File: config.mk
export PLATFORM = sky130hd
export DESIGN_NAME = loop_down_counter_flat
export DESIGN_NICKNAME = d
export VERILOG_FILES = /design/src/rtl/loop_down_counter_if.sv /design/src/rtl/loop_down_counter.sv /design/src/flat_wrapper.sv
export SDC_FILE = /design/constraint.sdc
export NUM_CORES = 1
export LEC_CHECK = 0
export CAP_MARGIN = 20
export CORE_AREA = 2 2 39 41
export CTS_BUF_LIST = sky130_fd_sc_hd__clkbuf_4
export DETAILED_ROUTE_END_ITERATION = 12
export DIE_AREA = 0 0 41 43
export GPL_TIMING_DRIVEN = 0
export PLACE_DENSITY = 0.61
export SETUP_SLACK_MARGIN = 0.5
export SLEW_MARGIN = 10
export SYNTH_ARGS = -nofsm -noshare
export SYNTH_HDL_FRONTEND = slang
export SYNTH_SLANG_ARGS = --single-unit
File: constraint.sdc
create_clock -name clk -period 1.7 [get_ports clk]
set_input_delay 0.425 -clock clk [delete_from_list [all_inputs] [get_ports clk]]
set_output_delay 0.425 -clock clk [all_outputs]
set_load 0.01 [all_outputs]
File: src/rtl/loop_down_counter_if.sv
// Handshake/status bundle between a loop controller (master) and loop_down_counter (slave).
interface loop_down_counter_if #(
    parameter int unsigned WIDTH = 4
);
    logic             start;
    logic [WIDTH-1:0] load_val;
    logic             enable;
    logic             abort;
    logic             start_ready;
    logic [WIDTH-1:0] count_out;
    logic             busy;
    logic             done;

    modport master (
        output start, load_val, enable, abort,
        input  start_ready, count_out, busy, done
    );

    modport slave (
        input  start, load_val, enable, abort,
        output start_ready, count_out, busy, done
    );
endinterface

File: src/rtl/loop_down_counter.sv
// Loadable loop-bound down-counter with start handshake and single-cycle done pulse.
// Optional macro LOOP_DOWN_COUNTER_AUTORELOAD_EN: reload from the latched count at terminal count.
module loop_down_counter #(
    parameter int unsigned WIDTH = 4
) (
    input logic                clk,
    input logic                rst,
    loop_down_counter_if.slave bus
);

    typedef enum logic [0:0] {StIdle, StRun} state_e;

    localparam logic [WIDTH-1:0] CountOne = WIDTH'(1);

    state_e           state_q;
    logic [WIDTH-1:0] count_q;
    logic             busy_q;
    logic             done_q;
`ifdef LOOP_DOWN_COUNTER_AUTORELOAD_EN
    // The latched iteration count is only observable when reloading.
    logic [WIDTH-1:0] load_q;
`endif

    always_ff @(posedge clk) begin
        if (rst) begin
            state_q <= StIdle;
            count_q <= '0;
            busy_q  <= 1'b0;
            done_q  <= 1'b0;
`ifdef LOOP_DOWN_COUNTER_AUTORELOAD_EN
            load_q  <= '0;
`endif
        end else if (bus.abort) begin
            state_q <= StIdle;
            count_q <= '0;
            busy_q  <= 1'b0;
            done_q  <= 1'b0;
        end else begin
            done_q <= 1'b0;
            unique case (state_q)
                StIdle: begin
                    if (bus.start) begin
                        count_q <= bus.load_val;
`ifdef LOOP_DOWN_COUNTER_AUTORELOAD_EN
                        load_q  <= bus.load_val;
`endif
                        // A zero-length loop finishes immediately without entering RUN.
                        if (bus.load_val == '0) begin
                            done_q <= 1'b1;
                        end else begin
                            state_q <= StRun;
                            busy_q  <= 1'b1;
                        end
                    end
                end
                StRun: begin
                    if (bus.enable) begin
                        if (count_q == CountOne) begin
                            done_q <= 1'b1;
`ifdef LOOP_DOWN_COUNTER_AUTORELOAD_EN
                            count_q <= load_q;
`else
                            count_q <= '0;
                            state_q <= StIdle;
                            busy_q  <= 1'b0;
`endif
                        end else begin
                            count_q <= count_q - CountOne;
                        end
                    end
                end
                default: state_q <= StIdle;
            endcase
        end
    end

    assign bus.start_ready = !rst && !bus.abort && (state_q == StIdle);
    assign bus.count_out   = count_q;
    assign bus.busy        = busy_q;
    assign bus.done        = done_q;

endmodule

File: src/flat_wrapper.sv
// flat-port wrapper written by rule: the top's interface ports become plain ports
module loop_down_counter_flat 
#(
    parameter int unsigned WIDTH = 4
)
  (clk, rst, bus_start, bus_load_val, bus_enable, bus_abort, bus_start_ready, bus_count_out, bus_busy, bus_done);
  loop_down_counter_if #(.WIDTH(WIDTH)) bus_i ();
  input logic clk;
  input logic rst;
  input wire logic [$bits(bus_i.start)-1:0] bus_start;
  input wire logic [$bits(bus_i.load_val)-1:0] bus_load_val;
  input wire logic [$bits(bus_i.enable)-1:0] bus_enable;
  input wire logic [$bits(bus_i.abort)-1:0] bus_abort;
  output wire logic [$bits(bus_i.start_ready)-1:0] bus_start_ready;
  output wire logic [$bits(bus_i.count_out)-1:0] bus_count_out;
  output wire logic [$bits(bus_i.busy)-1:0] bus_busy;
  output wire logic [$bits(bus_i.done)-1:0] bus_done;
  assign bus_i.start = bus_start;
  assign bus_i.load_val = bus_load_val;
  assign bus_i.enable = bus_enable;
  assign bus_i.abort = bus_abort;
  assign bus_start_ready = bus_i.start_ready;
  assign bus_count_out = bus_i.count_out;
  assign bus_busy = bus_i.busy;
  assign bus_done = bus_i.done;
  loop_down_counter #(.WIDTH(WIDTH)) u_core (.clk(clk), .rst(rst), .bus(bus_i));
endmodule
# Word-level counts from Yosys, hierarchy flattened
# Index checks and enable logic that the tools add are counted.
dict set report op_classes {
  n_addsub 1
  eq_ne 5
  n_mux 19
  bitwise 1
  reduce_logical 8
}
# cell n
set ops {}
lappend ops {{$mux W1} 12}
lappend ops {{$mux W4} 3}
lappend ops {{$ne A2 B2 Y1 const B} 4}
lappend ops {{$pmux W4 S2} 1}
lappend ops {{$pmux W1 S2} 3}
lappend ops {{$eq A4 B1 Y1 const B} 1}
lappend ops {{$logic_not A4 Y1} 1}
lappend ops {{$reduce_and A4 Y1} 1}
lappend ops {{$sub A4 B1 Y4 const B} 1}
lappend ops {{$logic_and A1 B1 Y1} 2}
lappend ops {{$logic_not A1 Y1} 2}
lappend ops {{$reduce_and A2 Y1} 1}
lappend ops {{$reduce_or A2 Y1} 1}
lappend ops {{$not A1 Y1} 1}
dict set report totals {
  regBits 7
  inputBits 9
  out_inout_bits 7
  elab_cells 38
}

# Depth between registers and ports, before layout
dict set report logic_depth {
  depth_word 4
  mapped_depth 5
  ltp_nobuf 5
}

# Worst setup path before layout
# OpenSTA, ideal clock, no wires.
dict set report synth_path {
  kind {reg-to-reg}
  start {register u_core.count_q[0], in the netlist u_core.bus.count_out[0]}
  end {register u_core.count_q[2], in the netlist u_core.bus.count_out[2]}
  setup_time_ps 122
  arrival_ps 1257
  required_ps 1578
  path_slack_ps 321
  stages_incl_launch_ff 5
  path_buffers 0
  period_less_slack_ps 1379
  path_cell_list {dfxtp_1 -> ha_1 -> or3b_4 -> a32oi_1 -> nor4_1}
}
dict set report synth_between {
  elab_chain_cells 4
  word_cells_on_any_way 5
  classes_between {add/sub: 1; eq/ne: 1; mux: 3}
}
# element line_no
set synth_lines {}
lappend synth_lines {{start, declared} loop_down_counter.sv:16} ;# logic [WIDTH-1:0] count_q;
lappend synth_lines {{start signal, assigned} loop_down_counter.sv:43} ;# count_q <= bus.load_val;
lappend synth_lines {{start signal, assigned} loop_down_counter.sv:68} ;# count_q <= count_q - CountOne;
lappend synth_lines {{$sub A4 B1 Y4 / $eq A4 B1 Y1 (equally long branches)} {loop_down_counter.sv:68, loop_down_counter.sv:58}}
lappend synth_lines {{$mux W4 (*)} loop_down_counter.sv:58} ;# if (count_q == CountOne) begin
lappend synth_lines {{$mux W4 (*)} loop_down_counter.sv:57} ;# if (bus.enable) begin
lappend synth_lines {{$pmux W4 S2 (*)} loop_down_counter.sv:40} ;# unique case (state_q)
# Every way passes the cells marked *; elsewhere a longest branch is shown, timed or not. The select of a mux whose other input is x is not followed.
# A chain may end at the register's enable or synchronous reset.

# Worst setup path in the final report
dict set report layout_path {
  start {input port rst}
  end {output port bus_start_ready}
}
dict set report layout_between {
  elab_chain_cells 3
}
# element line_no
set layout_lines {}
lappend layout_lines {{start, declared} flat_wrapper.sv:9} ;# input logic rst;
lappend layout_lines {{$logic_not A1 Y1} loop_down_counter.sv:77} ;# assign bus.start_ready = !rst && !bus.abort && (state_q == StIdle);
lappend layout_lines {{$logic_and A1 B1 Y1 (2 in series)} loop_down_counter.sv:77}
lappend layout_lines {{end, declared} flat_wrapper.sv:14} ;# output wire logic [$bits(bus_i.start_ready)-1:0] bus_start_ready;
# No other way between the ends.

==> report_table.html <==
<table>
<tr><th>Metric</th><th>Value</th></tr>
<tr><th colspan="2">Outcome</th></tr>
<tr><td>Outcome</td><td>complete, no violations</td></tr>
<tr><th colspan="2">Route</th></tr>
<tr><td>DR WL/cell</td><td>13.8 um</td></tr>
<tr><td>Number of antenna-violating nets in the routed design</td><td>0</td></tr>
<tr><td>Drt via density</td><td>between 5 and 6</td></tr>
<tr><td>Total length of routed wires</td><td>1320 um</td></tr>
<tr><td>Detailed Route Iter0 Violations</td><td>5</td></tr>
<tr><td>Total via count in the routed design</td><td>487</td></tr>
<tr><td>Number of detailed-routing iterations run before antenna repair</td><td>2</td></tr>
<tr><td>Residual DRC</td><td>0</td></tr>
<tr><th colspan="2">Timing</th></tr>
<tr><td>Worst-case hold slack</td><td>460 ps</td></tr>
<tr><td>Setup TNS</td><td>0 ps</td></tr>
<tr><td>Tightest Pin Transition</td><td>266 ps</td></tr>
<tr><td>Minimum clock period after layout</td><td>1450 ps</td></tr>
<tr><td>Peak clock frequency supported by timing</td><td>0.688 GHz</td></tr>
<tr><td>Worst relative slew slack</td><td>just over 80%</td></tr>
<tr><td>Finish-stage setup viols</td><td>0</td></tr>
<tr><td>Maximum clock skew at final layout</td><td>0.562 ps</td></tr>
<tr><td>Unrepaired setup endpoints after global routing</td><td>yes</td></tr>
<tr><td>Final worst path period share</td><td>85.5%</td></tr>
<tr><td>Worst setup margin</td><td>246 ps</td></tr>
<tr><td>Hold violation count in the final report</td><td>0</td></tr>
<tr><td>Total count of max-transition violations in the final report</td><td>0</td></tr>
<tr><th colspan="2">Synth</th></tr>
<tr><td>Largest family of logic cells by synthesized area</td><td>simple AND/OR/NAND/NOR gates</td></tr>
<tr><td>Mapped Area</td><td>between 400 and 500 um^2</td></tr>
<tr><td>Simple-gate area share of the yosys netlist</td><td>24.8%</td></tr>
<tr><td>Synth Area in Compound Gates</td><td>24.2%</td></tr>
<tr><td>Seq/Total Area, Yosys</td><td>32.3%</td></tr>
<tr><td>Yosys warning total</td><td>0</td></tr>
<tr><td>Xor and xnor fraction of the mapped netlist area</td><td>0%</td></tr>
<tr><td>Number of distinct library cells after synthesis</td><td>27</td></tr>
<tr><td>Post-Syn Nets</td><td>60</td></tr>
<tr><td>Number of cells produced by synthesis</td><td>49</td></tr>
<tr><td>Flip-flop and latch count after synthesis</td><td>7</td></tr>
<tr><td>Synthesized area per cell</td><td>about 8.9 um^2</td></tr>
<tr><td>Adder-cell area share of the yosys netlist</td><td>a little under 6%</td></tr>
<tr><td>Multiplexer share of the synthesized area</td><td>5.76%</td></tr>
<tr><th colspan="2">Pwr</th></tr>
<tr><td>Static leakage power</td><td>0.356 nW</td></tr>
<tr><td>Areal power density over the cells</td><td>608 mW/mm^2</td></tr>
<tr><td>Power Total</td><td>between 500 and 600 uW</td></tr>
<tr><td>Worst voltage drop across the vdd grid</td><td>0.249 mV</td></tr>
<tr><th colspan="2">Die</th></tr>
<tr><td>Core box area</td><td>0.00138 mm^2</td></tr>
<tr><td>Die height</td><td>43 um</td></tr>
<tr><td>Starting Density</td><td>about a third</td></tr>
<tr><td>Site row count</td><td>14</td></tr>
<tr><td>Number of primary I/O pins</td><td>16</td></tr>
<tr><td>DIE WIDTH</td><td>approximately 41 um</td></tr>
<tr><td>Die area</td><td>0.00176 mm^2</td></tr>
<tr><th colspan="2">Global routing</th></tr>
<tr><td>Overall routing resource usage</td><td>between 10% and 20%</td></tr>
<tr><td>Vias in the first global route</td><td>411</td></tr>
<tr><td>Total congestion overflow after global routing</td><td>0</td></tr>
<tr><td>First-pass GRT wire length</td><td>between 1500 and 2000 um</td></tr>
<tr><td>Maximum number of pins on one net before global-route repair</td><td>11</td></tr>
<tr><td>Number of antenna violations at the first check in global routing</td><td>0</td></tr>
<tr><th colspan="2">Critical path</th></tr>
<tr><td>Worst Path Class, Setup</td><td>primary input to output port</td></tr>
<tr><td>Critical path endpoint category</td><td>output port</td></tr>
<tr><td>Top cell by count, worst path</td><td>buf_6</td></tr>
<tr><td>Top delay family on crit path</td><td>buffers and inverters</td></tr>
<tr><td>Slowest library cell on the worst path</td><td>or2_1</td></tr>
<tr><td>Data required time at the worst endpoint</td><td>1270 ps</td></tr>
<tr><td>Crit path launch type</td><td>primary input</td></tr>
<tr><td>Worst EP arrival</td><td>between 1000 and 1500 ps</td></tr>
<tr><td>CP max FO</td><td>2</td></tr>
<tr><td>Ordered cell list for the critical path</td><td>buf_6 -&gt; or2_1 -&gt; buf_6 -&gt; nor2_4 -&gt; buf_6</td></tr>
<tr><td>Maximum cell stage delay along the critical path</td><td>220 ps</td></tr>
<tr><td>Combined buffer and inverter count along the critical path</td><td>3</td></tr>
<tr><th colspan="2">Final layout</th></tr>
<tr><td>Filler Cell Count</td><td>~130</td></tr>
<tr><td>Utilization after layout</td><td>60.1%</td></tr>
<tr><td>Post-Layout Inst Area</td><td>around 830 um^2</td></tr>
<tr><td>Non-filler cells, final</td><td>96</td></tr>
<tr><td>Antenna cells</td><td>0</td></tr>
<tr><td>Most used cells in the layout excluding fill and tap cells</td><td>buf_4, buf_6, buf_2</td></tr>
<tr><td>Commonest non-fill, non-tap cell in the layout</td><td>buf_4</td></tr>
<tr><td>Area growth syn-to-layout</td><td>91.6%</td></tr>
<tr><td>Number of nets at the end of the flow</td><td>92</td></tr>
<tr><td>Fraction of layout cells with a size suffix above 1</td><td>65.0%</td></tr>
<tr><th colspan="2">Placed design</th></tr>
<tr><td>GPL Wtd Cong</td><td>around 0.70</td></tr>
<tr><td>Cell Area, Placed</td><td>643 um^2</td></tr>
<tr><td>Port Buffers</td><td>15</td></tr>
<tr><td>Total placed cells including tap cells</td><td>80</td></tr>
<tr><td>Estimated wirelength of the detail-placed design</td><td>720 um</td></tr>
<tr><td>Setup slack at placement</td><td>-505 ps</td></tr>
<tr><th colspan="2">CTS</th></tr>
<tr><td># H-tree levels</td><td>1</td></tr>
<tr><td>Clock tree from TritonCTS</td><td>done</td></tr>
<tr><td>Total clock buffers created by CTS</td><td>3</td></tr>
<tr><td>Clock root buffer</td><td>clkbuf_4</td></tr>
<tr><td>Maximum root-to-sink buffer count</td><td>2</td></tr>
<tr><td>Clock-pin slew on the worst setup and hold paths</td><td>60 ps</td></tr>
<tr><td>Worst-skew pair later-pin latency</td><td>about 260 ps</td></tr>
<tr><td>Total clock sinks</td><td>7</td></tr>
<tr><th colspan="2">Flow run</th></tr>
<tr><td>Reported max-cap violation count</td><td>0</td></tr>
<tr><th colspan="2">Hold path</th></tr>
<tr><td>Class of the most critical hold timing path</td><td>flop to flop</td></tr>
</table>
kinds of logic (layout without fill, tap and decap cells):
kind of cell,Yosys count,count (layout)
AND/OR/NAND/NOR,20,20
AO/OA/AOI/OAI,12,12
flip-flops,7,7
buffers and inverters,6,37
adder cells (fa/ha/maj),2,2
multiplexers,2,2
path summary, 6_finish.rpt:
path | startpoint | endpoint | slack [ps] | cells after the start
setup / recovery | rst | bus_start_ready | 250 | 5
hold / removal | u_core.bus.busy$_SDFFE_PP0P_ | u_core.bus.busy$_SDFFE_PP0P_ | 460 | 2
setup reg to reg | u_core.bus.count_out[1]$_SDFFE_PP0P_ | u_core.bus.count_out[2]$_SDFFE_PP0P_ | 380 | 5
hold reg to reg | u_core.bus.busy$_SDFFE_PP0P_ | u_core.bus.busy$_SDFFE_PP0P_ | 460 | 2
area by class of cell:
class	instances	area (um^2)	area share [%]
Timing Repair Buffer	27	238	28.6
Sequential cell	7	153	18.3
Clock buffer	4	30.0	3.61
Tap cell	16	20.0	2.41
Buffer	2	22.5	2.71
Inverter	4	20.0	2.41
Multi-Input combinational cell	36	349	42.0
routing by layer:
layer	track usage [%]	wire [um]	share of wire (%)
met1	21.0	536	41
met2	23.1	723	55
met3	3.14	38	2.9
met4	14.0	24	1.8
met5	0	0	0
cells in the mapped netlist:
library cell | n | area [um^2]
mux2i_1 | 1 | 10.0
or3b_1 | 1 | 8.76
nand3_1 | 1 | 5.00
nor3_1 | 1 | 5.00
dfxtp_1 | 7 | 140
mux2_4 | 1 | 15.0
and2b_2 | 1 | 8.76
a21oi_1 | 2 | 10.0
nand2_1 | 4 | 15.0
o311a_2 | 1 | 11.3
a311oi_2 | 1 | 15.0
o2bb2a_4 | 1 | 20.0
buf_2 | 1 | 5.00
inv_1 | 4 | 15.0
buf_6 | 1 | 11.3
nor2_2 | 1 | 6.26
nand2b_1 | 1 | 6.26
or3b_4 | 1 | 11.3
a211oi_1 | 2 | 15.0
nor2_1 | 6 | 22.5
a311oi_1 | 1 | 8.76
a31oi_1 | 1 | 6.26
or2_1 | 1 | 6.26
a32oi_1 | 1 | 8.76
ha_1 | 2 | 25.0
o21ai_0 | 2 | 10.0
nor4_1 | 2 | 12.5
sequential cells by signal (all words and copies together) (netlist names):
| name | cells |
|---|---|
| u_core.bus.done | 1 |
| u_core.state_q | 1 |
| u_core.bus.busy | 1 |
| u_core.bus.count_out | 4 |
power breakdown:
| part | total (mW) | switching [mW] | internal (mW) | leakage (nW) |
|---|---|---|---|---|
| clock | 0.182 | 0.0759 | 0.106 | 0.0184 |
| combinational | 0.147 | 0.0670 | 0.0796 | 0.278 |
| sequential | 0.177 | 0.00683 | 0.170 | 0.0598 |
worst register-to-register path, cell delays in order (launching register included):
cell,delay (ps)
dfxtp_4,350
inv_4,60
ha_4,110
or3b_4,430
a32oi_1,200
nor4_1,60
repair_timing:
action                                  CTS  global route
endpoints found under the setup margin   14             9
pin swaps                                11             5
endpoints found under the hold margin     0             0
hold buffers                              0             0
resized for setup                        52            10
buffers inserted                          7             5
No activity file was read; power rests on OpenSTA's default activity.
